### src/rtl/issue_ctrl_if.sv
// issue_ctrl_if: decoder, execute, load-retire and status signals of the issue stage.
// The slave modport is the issue stage's view; the master modport is its surroundings.
`ifndef ZONE_RANGE
`define ZONE_RANGE 1:0
`define ZONE_REGFILE 2'd0
`define ZONE_LOADQ 2'd1
`define ZONE_STOREQ 2'd2
`endif
interface issue_ctrl_if #(parameter int C_PAYLOAD_W = 64);
  logic ids_valid_i;
  logic ids_ready_o;
  logic ids_ins_err_i;
  logic ids_csr_access_i;
  logic [`ZONE_RANGE] ids_zone_i;
  logic ids_regd_wr_i;
  logic [4:0] ids_regd_addr_i;
  logic ids_regs1_rd_i;
  logic [4:0] ids_regs1_addr_i;
  logic ids_regs2_rd_i;
  logic [4:0] ids_regs2_addr_i;
  logic [C_PAYLOAD_W-1:0] ids_payload_i;
  logic exs_valid_o;
  logic exs_ready_i;
  logic [`ZONE_RANGE] exs_zone_o;
  logic [4:0] exs_regd_addr_o;
  logic exs_err_o;
  logic [C_PAYLOAD_W-1:0] exs_payload_o;
  logic lq_ret_i;
  logic [4:0] lq_ret_addr_i;
  logic flush_i;
  logic [3:0] lq_pend_cnt_o;
  logic drained_o;
  logic [31:0] stall_cnt_o;
  modport slave(
    input ids_valid_i, ids_ins_err_i, ids_csr_access_i, ids_zone_i, ids_regd_wr_i, ids_regd_addr_i,
    input ids_regs1_rd_i, ids_regs1_addr_i, ids_regs2_rd_i, ids_regs2_addr_i, ids_payload_i,
    input exs_ready_i, lq_ret_i, lq_ret_addr_i, flush_i,
    output ids_ready_o, exs_valid_o, exs_zone_o, exs_regd_addr_o, exs_err_o, exs_payload_o,
    output lq_pend_cnt_o, drained_o, stall_cnt_o
  );
  modport master(
    output ids_valid_i, ids_ins_err_i, ids_csr_access_i, ids_zone_i, ids_regd_wr_i, ids_regd_addr_i,
    output ids_regs1_rd_i, ids_regs1_addr_i, ids_regs2_rd_i, ids_regs2_addr_i, ids_payload_i,
    output exs_ready_i, lq_ret_i, lq_ret_addr_i, flush_i,
    input ids_ready_o, exs_valid_o, exs_zone_o, exs_regd_addr_o, exs_err_o, exs_payload_o,
    input lq_pend_cnt_o, drained_o, stall_cnt_o
  );
endinterface

### src/rtl/issue_ctrl.sv
// issue_ctrl: single-slot issue stage with a load scoreboard, an in-flight load cap,
// and CSR/error serialisation behind a full load drain.
module issue_ctrl #(
  parameter int C_PAYLOAD_W = 64,
  parameter int C_MAX_LOADS = 4
) (
  input logic clk_i,
  input logic resetb_i,
  issue_ctrl_if.slave io
);
  logic valid_q, valid_d, err_q, err_d;
  logic [`ZONE_RANGE] zone_q, zone_d;
  logic [4:0] rd_q, rd_d;
  logic [C_PAYLOAD_W-1:0] payload_q, payload_d;
  logic [31:0] pend_q, pend_d, stall_q, stall_d, ret_mask, busy;
  logic [3:0] cnt_q, cnt_d;
  logic [4:0] cnt_eff;
  logic slot_ld, ret_v, hazard, ok, ready, accept, fire, fire_ld;
  always_comb begin
    slot_ld = valid_q & (zone_q == `ZONE_LOADQ);
    ret_v = io.lq_ret_i & (cnt_q != 4'd0);
    ret_mask = io.lq_ret_i ? 32'd1 << io.lq_ret_addr_i : 32'd0;
    busy = ((pend_q & ~ret_mask) | (slot_ld ? 32'd1 << rd_q : 32'd0)) & ~32'd1;
    hazard = (io.ids_regs1_rd_i & busy[io.ids_regs1_addr_i]) |
             (io.ids_regs2_rd_i & busy[io.ids_regs2_addr_i]) |
             (io.ids_regd_wr_i & busy[io.ids_regd_addr_i]);
    cnt_eff = {1'b0, cnt_q} + {4'd0, slot_ld} - {4'd0, ret_v};
    ok = ~hazard & ~((io.ids_zone_i == `ZONE_LOADQ) & (cnt_eff >= 5'(C_MAX_LOADS))) &
         ~((io.ids_csr_access_i | io.ids_ins_err_i) & ((cnt_eff != 5'd0) | valid_q));
    ready = resetb_i & ~io.flush_i & ok & (~valid_q | io.exs_ready_i);
    accept = io.ids_valid_i & ready;
    fire = valid_q & io.exs_ready_i & ~io.flush_i;
    fire_ld = fire & slot_ld;
    valid_d = accept | (valid_q & ~fire & ~io.flush_i);
    err_d = accept ? io.ids_ins_err_i : err_q;
    zone_d = accept ? io.ids_zone_i : zone_q;
    rd_d = accept ? io.ids_regd_addr_i : rd_q;
    payload_d = accept ? io.ids_payload_i : payload_q;
    pend_d = ((pend_q & ~ret_mask) | (fire_ld ? 32'd1 << rd_q : 32'd0)) & ~32'd1;
    cnt_d = cnt_q + {3'd0, fire_ld} - {3'd0, ret_v};
    stall_d = stall_q + {31'd0, io.ids_valid_i & ~ready & ~io.flush_i & ~&stall_q};
  end
  always_ff @(posedge clk_i) begin
    if (!resetb_i) begin
      valid_q <= 1'b0;
      err_q <= 1'b0;
      zone_q <= `ZONE_REGFILE;
      rd_q <= 5'd0;
      payload_q <= '0;
      pend_q <= 32'd0;
      cnt_q <= 4'd0;
      stall_q <= 32'd0;
    end else begin
      valid_q <= valid_d;
      err_q <= err_d;
      zone_q <= zone_d;
      rd_q <= rd_d;
      payload_q <= payload_d;
      pend_q <= pend_d;
      cnt_q <= cnt_d;
      stall_q <= stall_d;
    end
  end
  assign io.ids_ready_o = ready;
  assign io.exs_valid_o = valid_q;
  assign io.exs_zone_o = zone_q;
  assign io.exs_regd_addr_o = rd_q;
  assign io.exs_err_o = err_q;
  assign io.exs_payload_o = payload_q;
  assign io.lq_pend_cnt_o = cnt_q;
  assign io.drained_o = (cnt_q == 4'd0) & ~slot_ld;
  assign io.stall_cnt_o = stall_q;
endmodule

### src/flat_wrapper.sv
// flat-port wrapper written by rule: the top's interface ports become plain ports
module issue_ctrl_flat 
#(
  parameter int C_PAYLOAD_W = 64,
  parameter int C_MAX_LOADS = 4
)
  (clk_i, resetb_i, io_ids_valid_i, io_ids_ins_err_i, io_ids_csr_access_i, io_ids_zone_i, io_ids_regd_wr_i, io_ids_regd_addr_i, io_ids_regs1_rd_i, io_ids_regs1_addr_i, io_ids_regs2_rd_i, io_ids_regs2_addr_i, io_ids_payload_i, io_exs_ready_i, io_lq_ret_i, io_lq_ret_addr_i, io_flush_i, io_ids_ready_o, io_exs_valid_o, io_exs_zone_o, io_exs_regd_addr_o, io_exs_err_o, io_exs_payload_o, io_lq_pend_cnt_o, io_drained_o, io_stall_cnt_o);
  issue_ctrl_if #(.C_PAYLOAD_W(C_PAYLOAD_W)) io_i ();
  input logic clk_i;
  input logic resetb_i;
  input wire logic [$bits(io_i.ids_valid_i)-1:0] io_ids_valid_i;
  input wire logic [$bits(io_i.ids_ins_err_i)-1:0] io_ids_ins_err_i;
  input wire logic [$bits(io_i.ids_csr_access_i)-1:0] io_ids_csr_access_i;
  input wire logic [$bits(io_i.ids_zone_i)-1:0] io_ids_zone_i;
  input wire logic [$bits(io_i.ids_regd_wr_i)-1:0] io_ids_regd_wr_i;
  input wire logic [$bits(io_i.ids_regd_addr_i)-1:0] io_ids_regd_addr_i;
  input wire logic [$bits(io_i.ids_regs1_rd_i)-1:0] io_ids_regs1_rd_i;
  input wire logic [$bits(io_i.ids_regs1_addr_i)-1:0] io_ids_regs1_addr_i;
  input wire logic [$bits(io_i.ids_regs2_rd_i)-1:0] io_ids_regs2_rd_i;
  input wire logic [$bits(io_i.ids_regs2_addr_i)-1:0] io_ids_regs2_addr_i;
  input wire logic [$bits(io_i.ids_payload_i)-1:0] io_ids_payload_i;
  input wire logic [$bits(io_i.exs_ready_i)-1:0] io_exs_ready_i;
  input wire logic [$bits(io_i.lq_ret_i)-1:0] io_lq_ret_i;
  input wire logic [$bits(io_i.lq_ret_addr_i)-1:0] io_lq_ret_addr_i;
  input wire logic [$bits(io_i.flush_i)-1:0] io_flush_i;
  output wire logic [$bits(io_i.ids_ready_o)-1:0] io_ids_ready_o;
  output wire logic [$bits(io_i.exs_valid_o)-1:0] io_exs_valid_o;
  output wire logic [$bits(io_i.exs_zone_o)-1:0] io_exs_zone_o;
  output wire logic [$bits(io_i.exs_regd_addr_o)-1:0] io_exs_regd_addr_o;
  output wire logic [$bits(io_i.exs_err_o)-1:0] io_exs_err_o;
  output wire logic [$bits(io_i.exs_payload_o)-1:0] io_exs_payload_o;
  output wire logic [$bits(io_i.lq_pend_cnt_o)-1:0] io_lq_pend_cnt_o;
  output wire logic [$bits(io_i.drained_o)-1:0] io_drained_o;
  output wire logic [$bits(io_i.stall_cnt_o)-1:0] io_stall_cnt_o;
  assign io_i.ids_valid_i = io_ids_valid_i;
  assign io_i.ids_ins_err_i = io_ids_ins_err_i;
  assign io_i.ids_csr_access_i = io_ids_csr_access_i;
  assign io_i.ids_zone_i = io_ids_zone_i;
  assign io_i.ids_regd_wr_i = io_ids_regd_wr_i;
  assign io_i.ids_regd_addr_i = io_ids_regd_addr_i;
  assign io_i.ids_regs1_rd_i = io_ids_regs1_rd_i;
  assign io_i.ids_regs1_addr_i = io_ids_regs1_addr_i;
  assign io_i.ids_regs2_rd_i = io_ids_regs2_rd_i;
  assign io_i.ids_regs2_addr_i = io_ids_regs2_addr_i;
  assign io_i.ids_payload_i = io_ids_payload_i;
  assign io_i.exs_ready_i = io_exs_ready_i;
  assign io_i.lq_ret_i = io_lq_ret_i;
  assign io_i.lq_ret_addr_i = io_lq_ret_addr_i;
  assign io_i.flush_i = io_flush_i;
  assign io_ids_ready_o = io_i.ids_ready_o;
  assign io_exs_valid_o = io_i.exs_valid_o;
  assign io_exs_zone_o = io_i.exs_zone_o;
  assign io_exs_regd_addr_o = io_i.exs_regd_addr_o;
  assign io_exs_err_o = io_i.exs_err_o;
  assign io_exs_payload_o = io_i.exs_payload_o;
  assign io_lq_pend_cnt_o = io_i.lq_pend_cnt_o;
  assign io_drained_o = io_i.drained_o;
  assign io_stall_cnt_o = io_i.stall_cnt_o;
  issue_ctrl #(.C_PAYLOAD_W(C_PAYLOAD_W), .C_MAX_LOADS(C_MAX_LOADS)) u_core (.clk_i(clk_i), .resetb_i(resetb_i), .io(io_i));
endmodule
### config.mk
export PLATFORM = sky130hd
export DESIGN_NAME = issue_ctrl_flat
export DESIGN_NICKNAME = d
export VERILOG_FILES = /design/src/rtl/issue_ctrl_if.sv /design/src/rtl/issue_ctrl.sv /design/src/flat_wrapper.sv
export SDC_FILE = /design/constraint.sdc
export NUM_CORES = 1
export LEC_CHECK = 0
export CORE_ASPECT_RATIO = 1.2
export CORE_UTILIZATION = 25
export DETAILED_ROUTE_END_ITERATION = 7
export GPL_TIMING_DRIVEN = 0
export HOLD_SLACK_MARGIN = 0.03
export PLACE_DENSITY = 0.48
export SLEW_MARGIN = 40
export SYNTH_ARGS = -nofsm -noshare
export SYNTH_HDL_FRONTEND = slang
export SYNTH_SLANG_ARGS = --single-unit
### constraint.sdc
create_clock -name clk_i -period 6.4 [get_ports clk_i]
set_input_delay 1.28 -clock clk_i [delete_from_list [all_inputs] [get_ports clk_i]]
set_output_delay 1.28 -clock clk_i [all_outputs]
set_load 0.05 [all_outputs]
# Word level (Yosys, flattened, before mapping)
# Index checks and enable logic that the tools add are counted.
# Widths: inputs -> output; s select.
# word_totals
n_memories,0
mem_bits_rw,0
wordCells,76
reg_bits,141
latch_bits,0
mem_bits_ro,0
output_inout_bits,111
# op_classes
n_mul,0
mux,9
n_lt_le_gt_ge,4
div_mod_pow,0
bitwise_logic,40
n_shift,2
add_sub_neg,5
reduce_logical,5
n_eq_ne,2
# op_table
cell,n
$mux 32,3
$or 32x32->32,2
$shl 1x5->32 const A,2
$add 32x1->32,1
$and 32x32->32,1
$not 32->32,1
$reduce_and 32->1,1
$and 1x1->1,22
$lt 5x6->1 const B,3
$bmux 1 s5,3
$not 1->1,8
$or 1x1->1,6
$add 4x1->5,1
$ge 5x3->1 const B,1
$reduce_bool 5->1,1
$sub 5x1->5,1
$add 4x1->4,1
$eq 2x1->1 const B,2
$logic_not 4->1,1
$reduce_bool 4->1,1
$sub 4x1->4,1
$mux 1,3
$logic_not 1->1,1

# Depth between registers and ports, before layout
# depth
depth_word,20
depth_mapped,25
mapped_depth_nobuf,25

# Worst setup path before layout
# Ideal clock, no wire load.
# synth_timing
path_kind,input to register
from,in io_lq_ret_i
to,reg u_core.stall_q[28] (netlist: u_core.io.stall_cnt_o[28])
required_ps,6324
arrival_ps,5313
path_buffers,0
setup_ps,76
path_stages,22
setup_slack_ps,1012
path_cell_list,and2_1 ha_1 inv_1 ha_1 inv_1 fa_1 a21oi_1 nor2_1 xnor2_1 o41a_1 a211oi_1 and4_1 nor4bb_1 ha_1 ha_1 nand2_1 nor2_1 nand3_1 nor3_1 nand2_1 or3_1 a21boi_0
# synth_via
elab_chain_len,19
elab_cells_between_ends,34
cone_classes,2 x add/sub; 1 x order compare; 7 x mux; 23 x bitwise; 1 x reduce/logical
# synth_lines
item,line_no,rtl
from (decl),flat_wrapper.sv:23,input wire logic [$bits(io_i.lq_ret_i)-1:0] io_lq_ret_i;
$mux 32,issue_ctrl.sv:22,ret_mask = io.lq_ret_i ? 32'd1 << io.lq_ret_addr_i : 32'd0;
$not 32->32,issue_ctrl.sv:23,busy = ((pend_q & ~ret_mask) | (slot_ld ? 32'd1 << rd_q : 32'd0)) & ~32'd1;
$and 32x32->32,issue_ctrl.sv:23,
$or 32x32->32,issue_ctrl.sv:23,
"$bmux 1 s5, on equally long branches","issue_ctrl.sv:24, issue_ctrl.sv:25",
"$mux 1, on equally long branches","issue_ctrl.sv:24, issue_ctrl.sv:25",
"$and 1x1->1, on equally long branches","issue_ctrl.sv:24, issue_ctrl.sv:25",
$or 1x1->1,issue_ctrl.sv:24,hazard = (io.ids_regs1_rd_i & busy[io.ids_regs1_addr_i]) |
$or 1x1->1,issue_ctrl.sv:25,(io.ids_regs2_rd_i & busy[io.ids_regs2_addr_i]) |
$not 1->1,issue_ctrl.sv:28,ok = ~hazard & ~((io.ids_zone_i == `ZONE_LOADQ) & (cnt_eff >= 5'(C_MAX_LOADS))) &
$and 1x1->1,issue_ctrl.sv:28,
$and 1x1->1 *,issue_ctrl.sv:28,
$and 1x1->1 * (2 in a row),issue_ctrl.sv:30,ready = resetb_i & ~io.flush_i & ok & (~valid_q | io.exs_ready_i);
via io_ids_ready_o,flat_wrapper.sv:26,output wire logic [$bits(io_i.ids_ready_o)-1:0] io_ids_ready_o;
$not 1->1 *,issue_ctrl.sv:41,"stall_d = stall_q + {31'd0, io.ids_valid_i & ~ready & ~io.flush_i & ~&stall_q};"
$and 1x1->1 * (3 in a row),issue_ctrl.sv:41,
$add 32x1->32 *,issue_ctrl.sv:41,
to (signal assigned),issue_ctrl.sv:61,stall_q <= stall_d;
to (decl),issue_ctrl.sv:15,"logic [31:0] pend_q, pend_d, stall_q, stall_d, ret_mask, busy;"
# Mark *: on every way through the listed nets, which the timed path passes. The rest lies on a longest branch. The select of a mux whose other input is x is not followed.
# A chain may end at the register's enable or synchronous reset.

# Worst setup path after layout
# layout_timing
from,in io_lq_ret_addr_i[0]
to,reg u_core.stall_q[28] (netlist: u_core.io.stall_cnt_o[28])
# layout_via
elab_chain_len,20
elab_cells_between_ends,26
cone_classes,1 x add/sub; 1 x shift; 7 x mux; 17 x bitwise
# layout_lines
item,line_no,rtl
from (decl),flat_wrapper.sv:24,input wire logic [$bits(io_i.lq_ret_addr_i)-1:0] io_lq_ret_addr_i;
$shl 1x5->32 *,issue_ctrl.sv:22,
$mux 32 *,issue_ctrl.sv:22,
$not 32->32 *,issue_ctrl.sv:23,
$and 32x32->32 *,issue_ctrl.sv:23,
$or 32x32->32 *,issue_ctrl.sv:23,
"$bmux 1 s5, on equally long branches","issue_ctrl.sv:24, issue_ctrl.sv:25",
"$mux 1, on equally long branches","issue_ctrl.sv:24, issue_ctrl.sv:25",
"$and 1x1->1, on equally long branches","issue_ctrl.sv:24, issue_ctrl.sv:25",
$or 1x1->1,issue_ctrl.sv:24,
$or 1x1->1 *,issue_ctrl.sv:25,
$not 1->1 *,issue_ctrl.sv:28,
$and 1x1->1 * (2 in a row),issue_ctrl.sv:28,
$and 1x1->1 * (2 in a row),issue_ctrl.sv:30,
$not 1->1 *,issue_ctrl.sv:41,
$and 1x1->1 * (3 in a row),issue_ctrl.sv:41,
$add 32x1->32 *,issue_ctrl.sv:41,
# Mark *: on every way between the ends. The rest lies on a longest branch, timed or not. The select of a mux whose other input is x is not followed.

==> results by group <==
Run status
  – Status: finished, final reports clean

Clocking
  – Max Root-Sink Buffers: 2
  – H-tree depth: 4
  – Postcts setup bufs: 0
  – Number of CTS-inserted buffers: 17
  – Clock transition at path regs: 0.06 ns
  – Clock Latency Late Sink: 0.44 ns
  – Root Buffer: clkbuf_16
  – CTS tree: built
  – CTS sink cnt: 140
  – Hold Buf Count CTS: 0

Placement
  – Gp weighted congestion: 0.9444
  – HPWL after DPL: 22,690 um
  – Place WS: -0.3794 ns
  – Port bufs: 205

Yosys
  – Simple-gate share of the synthesized area: 31.17%
  – Count of cell types in the netlist: 71
  – Leading area contributor after synthesis: dfxtp_1
  – Adder-cell area share of the yosys netlist: 2.041%
  – Synth area leaders: dfxtp_1, nand2_1, nand3_1, o21ai_0, and2_1
  – Yosys reg bits: 140
  – Mux contribution to synthesized area: 2.544%
  – Yosys warnings: 0
  – Post-synth EDFFs: 0
  – Syn Area/Cell: 7.862 sq um
  – Netlist Area Pre-Place: 7477 sq um
  – Main combinational cell family by area after synthesis: simple AND/OR/NAND/NOR gates
  – Compound-gate portion of the synthesized area: 17.99%
  – Synth async-reset ratio: 0%
  – Sequential element share of the synthesized area: 37.48%
  – Synth cell count leaders: nand2_1, dfxtp_1, nand3_1
  – Cells after Synth: 951
  – Syn_nets: 1,059
  – XOR/XNOR Fraction of Synth Area: 3.631%
  – Count leader, synth: nand2_1
  – Dominant synthesized flop cell: dfxtp_1
  – Area share of the leading cell type in the synthesized netlist: 37.48%

Die
  – Num rows: 69
  – Core region area: 29,530 sq um
  – Vert. Die Dim: 191.5 um
  – I/O pin total: 208
  – Horiz. Die Dim: 159.9 um
  – Starting Density: 25.32%
  – Full die area: 30,610 sq um

Global route
  – First-pass GRT wire length: 44,990 um
  – GR Util All Layers: 19.37%
  – Vias in the first global route: 7,637
  – Total gr overflow: 0
  – Pin count of the biggest net entering global routing: 17
  – Initial antenna violation count: 1

STA
  – Highest clock rate: 0.1654 GHz
  – Final setup violation count: 0
  – Final worst slack: 0.3550 ns
  – Hold Vio Cnt, Final: 0
  – Post-route clock period utilization: 94.45%
  – Worst rel slew slack: 42.88%
  – Time the worst path needs with I/O delays and setup: 6.045 ns
  – Worst-margin pin slew: 0.8478 ns
  – RSZ-0062 raised after global routing: no
  – Worst hold slack: 0.4468 ns
  – Final Slew Violations: 0
  – Setup Skew: 0.02400 ns

Routing
  – Final WL: 29,590 um
  – Post-DR vias/cell: 4.931
  – Post-DRT Antenna Nets: 0
  – Vias: 7,781
  – Iteration-0 DRC Markers: 378
  – First-pass DRT Iterations: 5
  – DRC Markers: 0
  – Drt wl/cell: 18.75 um

Pwr
  – Comb power frac: 25.2%
  – Register share of total power: 34.9%
  – Peak supply drop: 170.5 uV
  – P_sw: 846.9 uW
  – Static leakage: 3.745 nW
  – Switching Fraction: 31.49%
  – Pint: 1.843 mW
  – Clock power frac: 39.9%
  – Power Dens Cells: 252.2 nW/um^2

Setup path
  – WS Path Type: input pin to flop
  – Worst EP required: 6.76 ns
  – Buf/Inv on CP: 1
  – Startpoint Class: input pin
  – CP arrival: 6.40 ns
  – Worst path cell trace: clkdlybuf4s50_1 > or2_0 > o21ai_0 > nand3_1 > o21ai_0 > o211ai_1 > o2111ai_1 > o32a_1 > and4_1 > nor4bb_1 > ha_1 > ha_1 > nand2_1 > nor2_1 > nand3_1 > nor3_2 > nand2_1 > or3_1 > a21boi_0
  – CP Capture Type: flop
  – Critical path's top delay family: simple AND/OR/NAND/NOR gates
  – Largest fanout on the critical path: 7
  – Critical path's slowest cell: clkdlybuf4s50_1
  – Crit-path max cell delay: 0.56 ns

Flow run
  – Max-cap violations: 0

Cells and area
  – Share of layout cells above drive strength 1: 6.313%
  – Area delta synth->final: 42.62%
  – Net count, final: 1,283
  – Final core occ: 36.12%
  – Antenna cell count: 0
  – Fillers: 3,182

Worst hold path
  – HP Class: flop to flop
## layer usage
layer | vias up | track usage, % | share of wire (%)
li1 | 3819 | - | -
met1 | 3610 | 22.60 | 40
met2 | 294 | 32.25 | 48
met3 | 56 | 5.793 | 7.6
met4 | 2 | 9.634 | 4.0
met5 | - | 0 | 0.044
## cells in the final DEF (no fill, tap or decap), types with 13 or more instances in the layout
| cell | instances |
|---|---|
| xnor2_1 | 22 |
| nor2_1 | 32 |
| a21oi_1 | 20 |
| a21boi_0 | 27 |
| nor3_1 | 13 |
| nand3_1 | 89 |
| inv_1 | 17 |
| clkbuf_1 | 38 |
| nand2_1 | 175 |
| nand4_1 | 13 |
| dfxtp_1 | 140 |
| clkdlybuf4s50_1 | 204 |
| and2_1 | 42 |
| o21ai_1 | 40 |
| o21ai_0 | 74 |
| buf_2 | 14 |
| mux2i_1 | 19 |
| clkbuf_16 | 17 |
## per-stage QoR
stage	total power, mW	setup TNS [ns]	cell area (sq um)	cells
6_report	2.690	0	10660	1578
5_1_grt	2.820	0	10660	1578
4_1_cts	2.724	0	10650	1578
3_5_place_dp	1.642	-1.451	10020	1546
3_3_place_gp	1.645	-1.361	10020	1546
2_1_floorplan	1.389	0	7477	951
## state kept, by name, indices dropped and copies added, names as in the netlist
register                   flops
u_core.io.exs_err_o            1
u_core.io.exs_payload_o       64
u_core.io.exs_regd_addr_o      5
u_core.io.exs_valid_o          1
u_core.io.exs_zone_o           2
u_core.io.lq_pend_cnt_o        4
u_core.io.stall_cnt_o         32
u_core.pend_q                 31
## worst register-to-register path: stages, from the launching register on
cell,delay [ns]
dfxtp_1,0.34
clkbuf_2,0.19
buf_2,0.25
nor2b_1,0.34
nand2_1,0.19
o21ai_0,0.67
o22ai_1,0.21
a311oi_1,0.28
o211ai_1,0.18
o32a_1,0.28
and4_1,0.25
nor4bb_1,0.32
ha_1,0.23
ha_1,0.21
nand2_1,0.10
nor2_1,0.25
nand3_1,0.23
nor3_2,0.41
nand2_1,0.18
or3_1,0.32
a21boi_0,0.16
## power by group through the flow
stage	clock network, mW	logic (mW)	registers (mW)
6_report	1.07	0.679	0.938
5_1_grt	1.14	0.736	0.944
4_1_cts	1.10	0.686	0.939
3_5_place_dp	0	0.685	0.957
3_3_place_gp	0	0.687	0.958
2_1_floorplan	0	0.309	1.08
## path summary, 6_finish.rpt
kind                                                   from                                 endpoint  slack (ns)  depth (start not counted)
setup / recovery                        io_lq_ret_addr_i[0]     u_core.io.stall_cnt_o[28]$_SDFF_PN0_        0.35                         19
hold / removal      u_core.io.exs_payload_o[1]$_SDFFE_PN0P_  u_core.io.exs_payload_o[1]$_SDFFE_PN0P_        0.45                          2
setup reg to reg  u_core.io.exs_regd_addr_o[1]$_SDFFE_PN0P_     u_core.io.stall_cnt_o[28]$_SDFF_PN0_        0.74                         20
hold reg to reg     u_core.io.exs_payload_o[1]$_SDFFE_PN0P_  u_core.io.exs_payload_o[1]$_SDFFE_PN0P_        0.45                          2
## cell type report
type	instances	area (sq um)	share of cell area, %
multi-input combinational	731	4312	40.43
sequential	140	2803	26.28
timing repair buffer	205	2047	19.20
tap	390	488.0	4.576
clock buffer	18	439.2	4.118
buffer	63	320.3	3.004
clock inverter	14	191.4	1.795
inverter	17	63.81	0.5984
## cell families after synthesis
| logic type | after synthesis |
|---|---|
| flip-flops | 140 |
| AND/OR/NAND/NOR | 452 |
| multiplexers | 19 |
| AO/OA/AOI/OAI | 218 |
| buffers and inverters | 80 |
| adder cells (fa/ha/maj) | 11 |
| XOR/XNOR | 31 |
## timing repair
| item | 4_1_cts | 5_1_grt |
|---|---|---|
| gates cloned | 0 | 0 |
| endpoints found under the setup margin | 1 | 6 |
| resized for setup | 2 | 4 |
Note: power is estimated with default switching activity, not from simulation.
==> patch 1, RTL diff (same settings) <==
`C_PAYLOAD_W` is set to 64 in 3 places; all go to 68.
--- a/src/rtl/issue_ctrl_if.sv
+++ b/src/rtl/issue_ctrl_if.sv
@@ -6,7 +6,7 @@
 `define ZONE_LOADQ 2'd1
 `define ZONE_STOREQ 2'd2
 `endif
-interface issue_ctrl_if #(parameter int C_PAYLOAD_W = 64);
+interface issue_ctrl_if #(parameter int C_PAYLOAD_W = 68);
   logic ids_valid_i;
   logic ids_ready_o;
   logic ids_ins_err_i;
--- a/src/rtl/issue_ctrl.sv
+++ b/src/rtl/issue_ctrl.sv
@@ -1,7 +1,7 @@
 // issue_ctrl: single-slot issue stage with a load scoreboard, an in-flight load cap,
 // and CSR/error serialisation behind a full load drain.
 module issue_ctrl #(
-  parameter int C_PAYLOAD_W = 64,
+  parameter int C_PAYLOAD_W = 68,
   parameter int C_MAX_LOADS = 4
 ) (
   input logic clk_i,
--- a/src/flat_wrapper.sv
+++ b/src/flat_wrapper.sv
@@ -1,7 +1,7 @@
 // flat-port wrapper written by rule: the top's interface ports become plain ports
 module issue_ctrl_flat 
 #(
-  parameter int C_PAYLOAD_W = 64,
+  parameter int C_PAYLOAD_W = 68,
   parameter int C_MAX_LOADS = 4
 )
   (clk_i, resetb_i, io_ids_valid_i, io_ids_ins_err_i, io_ids_csr_access_i, io_ids_zone_i, io_ids_regd_wr_i, io_ids_regd_addr_i, io_ids_regs1_rd_i, io_ids_regs1_addr_i, io_ids_regs2_rd_i, io_ids_regs2_addr_i, io_ids_payload_i, io_exs_ready_i, io_lq_ret_i, io_lq_ret_addr_i, io_flush_i, io_ids_ready_o, io_exs_valid_o, io_exs_zone_o, io_exs_regd_addr_o, io_exs_err_o, io_exs_payload_o, io_lq_pend_cnt_o, io_drained_o, io_stall_cnt_o);
Ports: changed (resized io_exs_payload_o and io_ids_payload_i); port bits go from 208 to 216. No check against the original RTL was run, so the function may have changed too.
==> patch 1 against the unedited design <==
- sequential cell count grew 4
- power grew 4.5%
- die area increased by 2.0%
- worst setup slack worse by 0.17 ns
- global-route usage shrank 0.59 points
- cell area rose by 1.8%
- synthesized area increased by 2.0%
- fmax shrank 2.8%
- hold slack gained 0.0068 ns
- non-clock buffer count is 3 higher
- clock skew is 0.014 ns lower
- routed wire length is 0.84% lower
- sequential share of layout area increased by 0.28 points
- critical path type is now in2out
- largest cell class unchanged
==> patch 1: results <==
[run_status]
outcome = finished, final reports clean

[critical_path]
cpMaxStageDelayCell = or4b_4
rr_worst_depth = 28
endpoint = io_ids_ready_o
crit_start = io_lq_ret_addr_i[2]
r2r-start = u_core.io.lq_pend_cnt_o[3]
cp_max_fo = 8

[global_routing]
use_met3_pct = 5.55
track_usage_pct = 18.8
first_global_vias = 7802
grt_pass1_wl_mm = 45.1
use_met2_pct = 32.3
gr-usage-met1_pct = 22.4

[power]
ir_worst_vdd_uv = 171
p_leak_nw = 3.76

[drt]
num_vias = 7898
drt-met1-wl_mm = 12.1
firstDrtPassIters = 6
drt-total-wl_mm = 29.3
wl_met2_mm = 14.4
first_iter_violations = 463

[synthesis]
synth.distinct_cells = 70
netlist_top_cells_count = dfxtp_1, nand2_1, nand3_1
yosysSeqAreaShare_pct = 37.8
netlist_instances = 942
synth_nets = 1054

[placed_design]
place_ws_ns = -0.945
dpl_cell_area_um2 = 10200
dp_cells = 1540
gp_congestion = 0.935
io_buffer_count = 208

[sta]
fin_skew_ns = 0.0103
slew_headroom_pct = 39.2

[final_layout]
drive_gt1_share_pct = 8.21
largest_reg_flops = 68
patch 1: final cells by class:
class / instances / area [um2]
clock inverters: 13 / 185
inverters: 19 / 71.3
repair buffers: 208 / 2080
flip-flops and latches: 144 / 2880
clock buffers: 19 / 443
well taps: 390 / 488
plain buffers: 63 / 323
multi-input cells: 716 / 4380
fillers: 3174 / 18900
patch 1: kinds of logic after synthesis:
| family | synth area share [%] |
|---|---|
| AND/OR/NAND/NOR | 29.6 |
| AO/OA/AOI/OAI | 20.3 |
| flip-flops | 37.8 |
| buffers and inverters | 5.17 |
| XOR/XNOR | 3.44 |
| adder cells (fa/ha/maj) | 2.00 |
| multiplexers | 1.77 |
patch 1: what timing repair did:
item / 4_1_cts / 5_1_grt
pin swaps: 0 / 1
resized for setup: 8 / 6
endpoints found under the setup margin: 7 / 11
patch 1: how the worst min path moves through the flow:
stage | from | to | slack, ns | cells past startpoint
CTS | u_core.io.exs_payload_o[23] | u_core.io.exs_payload_o[23] | 0.46 | 2
floorplan | u_core.pend_q[8] | u_core.pend_q[8] | 0.47 | 2
global placement | u_core.io.exs_payload_o[22] | u_core.io.exs_payload_o[22] | 0.44 | 2
global route | u_core.io.exs_payload_o[38] | u_core.io.exs_payload_o[38] | 0.47 | 2
detailed placement | u_core.io.exs_payload_o[23] | u_core.io.exs_payload_o[23] | 0.44 | 2
finish | u_core.io.exs_payload_o[22] | u_core.io.exs_payload_o[22] | 0.45 | 2
patch 1: worst min-delay path: stages, from the launching register on:
cell and delay [ns]:
dfxtp_1 0.31, nand2_1 0.05, o21ai_1 0.05
patch 1: report_power, final:
part / internal, mW / switching, mW
logic: 0.290 / 0.471
clock network: 0.664 / 0.409
registers: 0.943 / 0.0339
==> patch 2, RTL diff (same settings) <==
Without the edit above. Make the reset (`resetb_i`) asynchronous in one clocked block.
--- a/src/rtl/issue_ctrl.sv
+++ b/src/rtl/issue_ctrl.sv
@@ -40,7 +40,7 @@
     cnt_d = cnt_q + {3'd0, fire_ld} - {3'd0, ret_v};
     stall_d = stall_q + {31'd0, io.ids_valid_i & ~ready & ~io.flush_i & ~&stall_q};
   end
-  always_ff @(posedge clk_i) begin
+  always_ff @(posedge clk_i or negedge resetb_i) begin
     if (!resetb_i) begin
       valid_q <= 1'b0;
       err_q <= 1'b0;
Formal check against the unedited RTL: differs if resetb_i is asserted again (counterexample within 4 cycles, from zero or initial values and one cycle with resetb_i low); with resetb_i held inactive, the same outputs for 4 cycles.
==> patch 2 against the unedited design <==
- routed wire length is 14% lower
- first-iteration DRC count fell by 15%
- sequential cell count unchanged
- cell area down 2.0%
- utilization rose by 0.34 points
- synthesized area decreased by 2.6%
- synthesized cell count fell by 29%
- worst setup slack improved by 0.11 ns
- critical path depth is 9 lower
- largest cell class unchanged
Power is not compared: it rests on default switching activity, and its combinational part moved more than twofold at a synthesized area within 25%.
==> patch 2: results <==
[run_status]
outcome = finished, final reports clean

[drt]
top_layer_used = met5
wl_met2_mm = 12.6
drt-met1-wl_mm = 9.95
viasPerCell = 4.97
wl_per_cell_um = 19.6
first_iter_violations = 323
wl_met3_mm = 2.07
firstDrtPassIters = 7

[global_routing]
antenna_found_initial = 3
first_global_vias = 6826
grt_pass1_wl_mm = 39.9
track_usage_pct = 18.1
grt_max_degree = 66

[worst_hold_path]
worstHoldPathType = reg2reg

[final_layout]
clk_share_pct = 5.60
signal_buffers = 233
drive_gt1_share_pct = 6.24
design.seq.count = 140
fin_nets = 1011
clkbuf_count = 19
regArea_um2 = 3500
diodes = 0
nonClkBufAreaFrac_pct = 21.6
n_fill_cell = 2941
multi_input_area_um2 = 3540
multi_input_gates = 487
multi_input_area_share_pct = 33.8
inverters_excl_clock = 24

[synthesis]
netlist_top_cells_count = dfrtp_1, o21ai_0, mux2_1
synth_nets = 787
yosysSeqAreaShare_pct = 48.1
synthArstFlopShare_pct = 100
synth.distinct_cells = 73
synth_area_leaders = dfrtp_1, mux2_1, o21ai_0

[sta]
fin_skew_ns = 0.0153
tightest_slew_ns = 0.740

[placed_design]
post-dp-hpwl_mm = 19.8
io_buffer_count = 203
gp_congestion = 0.966
dpl_cell_area_um2 = 9870

[critical_path]
cp_top_family = compound AO/OA/AOI/OAI gates
cp_max_fo = 8
cpMaxStageDelayCell = o41ai_2
cpPeakStageDelay_ns = 0.61

[clock_network]
worstSkewPairLatency_ns = 0.44
path_clk_slew_ns = 0.06
patch 2: changes by cell type in the layout (fill, tap and decap cells not counted), sizes merged, moves of 8 or more:
cell / change
dfxtp: -140
buf: -8
nand3: -48
dfrtp: +140
and2: -39
mux2i: -18
nand2: -139
clkbuf: -24
o21ai: -34
mux2: +71
a21boi: -26
patch 2: where the power goes:
group | internal (mW) | switching (mW)
logic | 0.692 | 1.33
clock network | 0.619 | 0.408
registers | 1.12 | 0.158
total | 2.43 | 1.89
patch 2: metal layers:
layer | vias up | GRT usage (%)
met3 | 60 | 6.32
met5 | - | 0
met2 | 256 | 29.9
met4 | 6 | 8.03
li1 | 2970 | -
met1 | 3164 | 20.8
patch 2: logic make-up (layout without fill, tap and decap cells):
kind of cell / after synthesis / count (layout) / share of synthesized area [%]
buffers and inverters: 52 / 286 / 3.47
AO/OA/AOI/OAI: 171 / 171 / 15.4
XOR/XNOR: 34 / 34 / 4.09
adder cells (fa/ha/maj): 11 / 11 / 2.10
AND/OR/NAND/NOR: 196 / 196 / 14.8
multiplexers: 75 / 75 / 12.0
flip-flops: 140 / 140 / 48.1
patch 2: path summary, 6_finish.rpt:
kind,from,endpoint,slack (ns),cells after the start
max in group asynchronous,resetb_i,u_core.io.exs_payload_o[45],4.80,3
hold reg to reg,u_core.io.exs_payload_o[5],u_core.io.exs_payload_o[5],0.49,1
min in group asynchronous,resetb_i,u_core.io.exs_payload_o[3],0.70,1
setup / recovery,io_lq_ret_addr_i[1],io_ids_ready_o,0.46,10
hold / removal,u_core.io.exs_payload_o[5],u_core.io.exs_payload_o[5],0.49,1
setup reg to reg,u_core.io.exs_regd_addr_o[2],u_core.io.stall_cnt_o[31],1.14,15
patch 2: stage by stage:
step                setup WS [ns]  utilization [%]  hold WS, ns  std cells  total power [mW]
floorplan                    1.24                -        0.465        679              2.55
global placement            -4.28             34.2        0.472       1267              3.32
detailed placement        0.00944             34.4        0.481       1269              3.33
CTS                        0.0831             36.5        0.494       1298              4.38
global route                0.162             36.5        0.500       1298              4.53
finish                      0.462             36.5        0.489       1298              4.32
patch 2: repair_timing:
item | 4_1_cts | 5_1_grt
buffers inserted | 0 | 0
gates resized for setup | 0 | 1
setup endpoints to repair | 0 | 1
hold buffers | 0 | 0
patch 2: worst reg2reg max path: stages (launching register included):
cell	delay [ns]
dfrtp_1	0.43
clkbuf_1	0.39
nand3b_1	0.44
o21ai_0	0.72
o22ai_1	0.15
nor3_1	0.28
o21ai_0	0.27
o211a_1	0.33
nor4_1	0.25
ha_1	0.27
nand2_1	0.13
nor3_1	0.63
nor2b_1	0.49
nand2_1	0.09
nor2_1	0.14
xor2_1	0.15
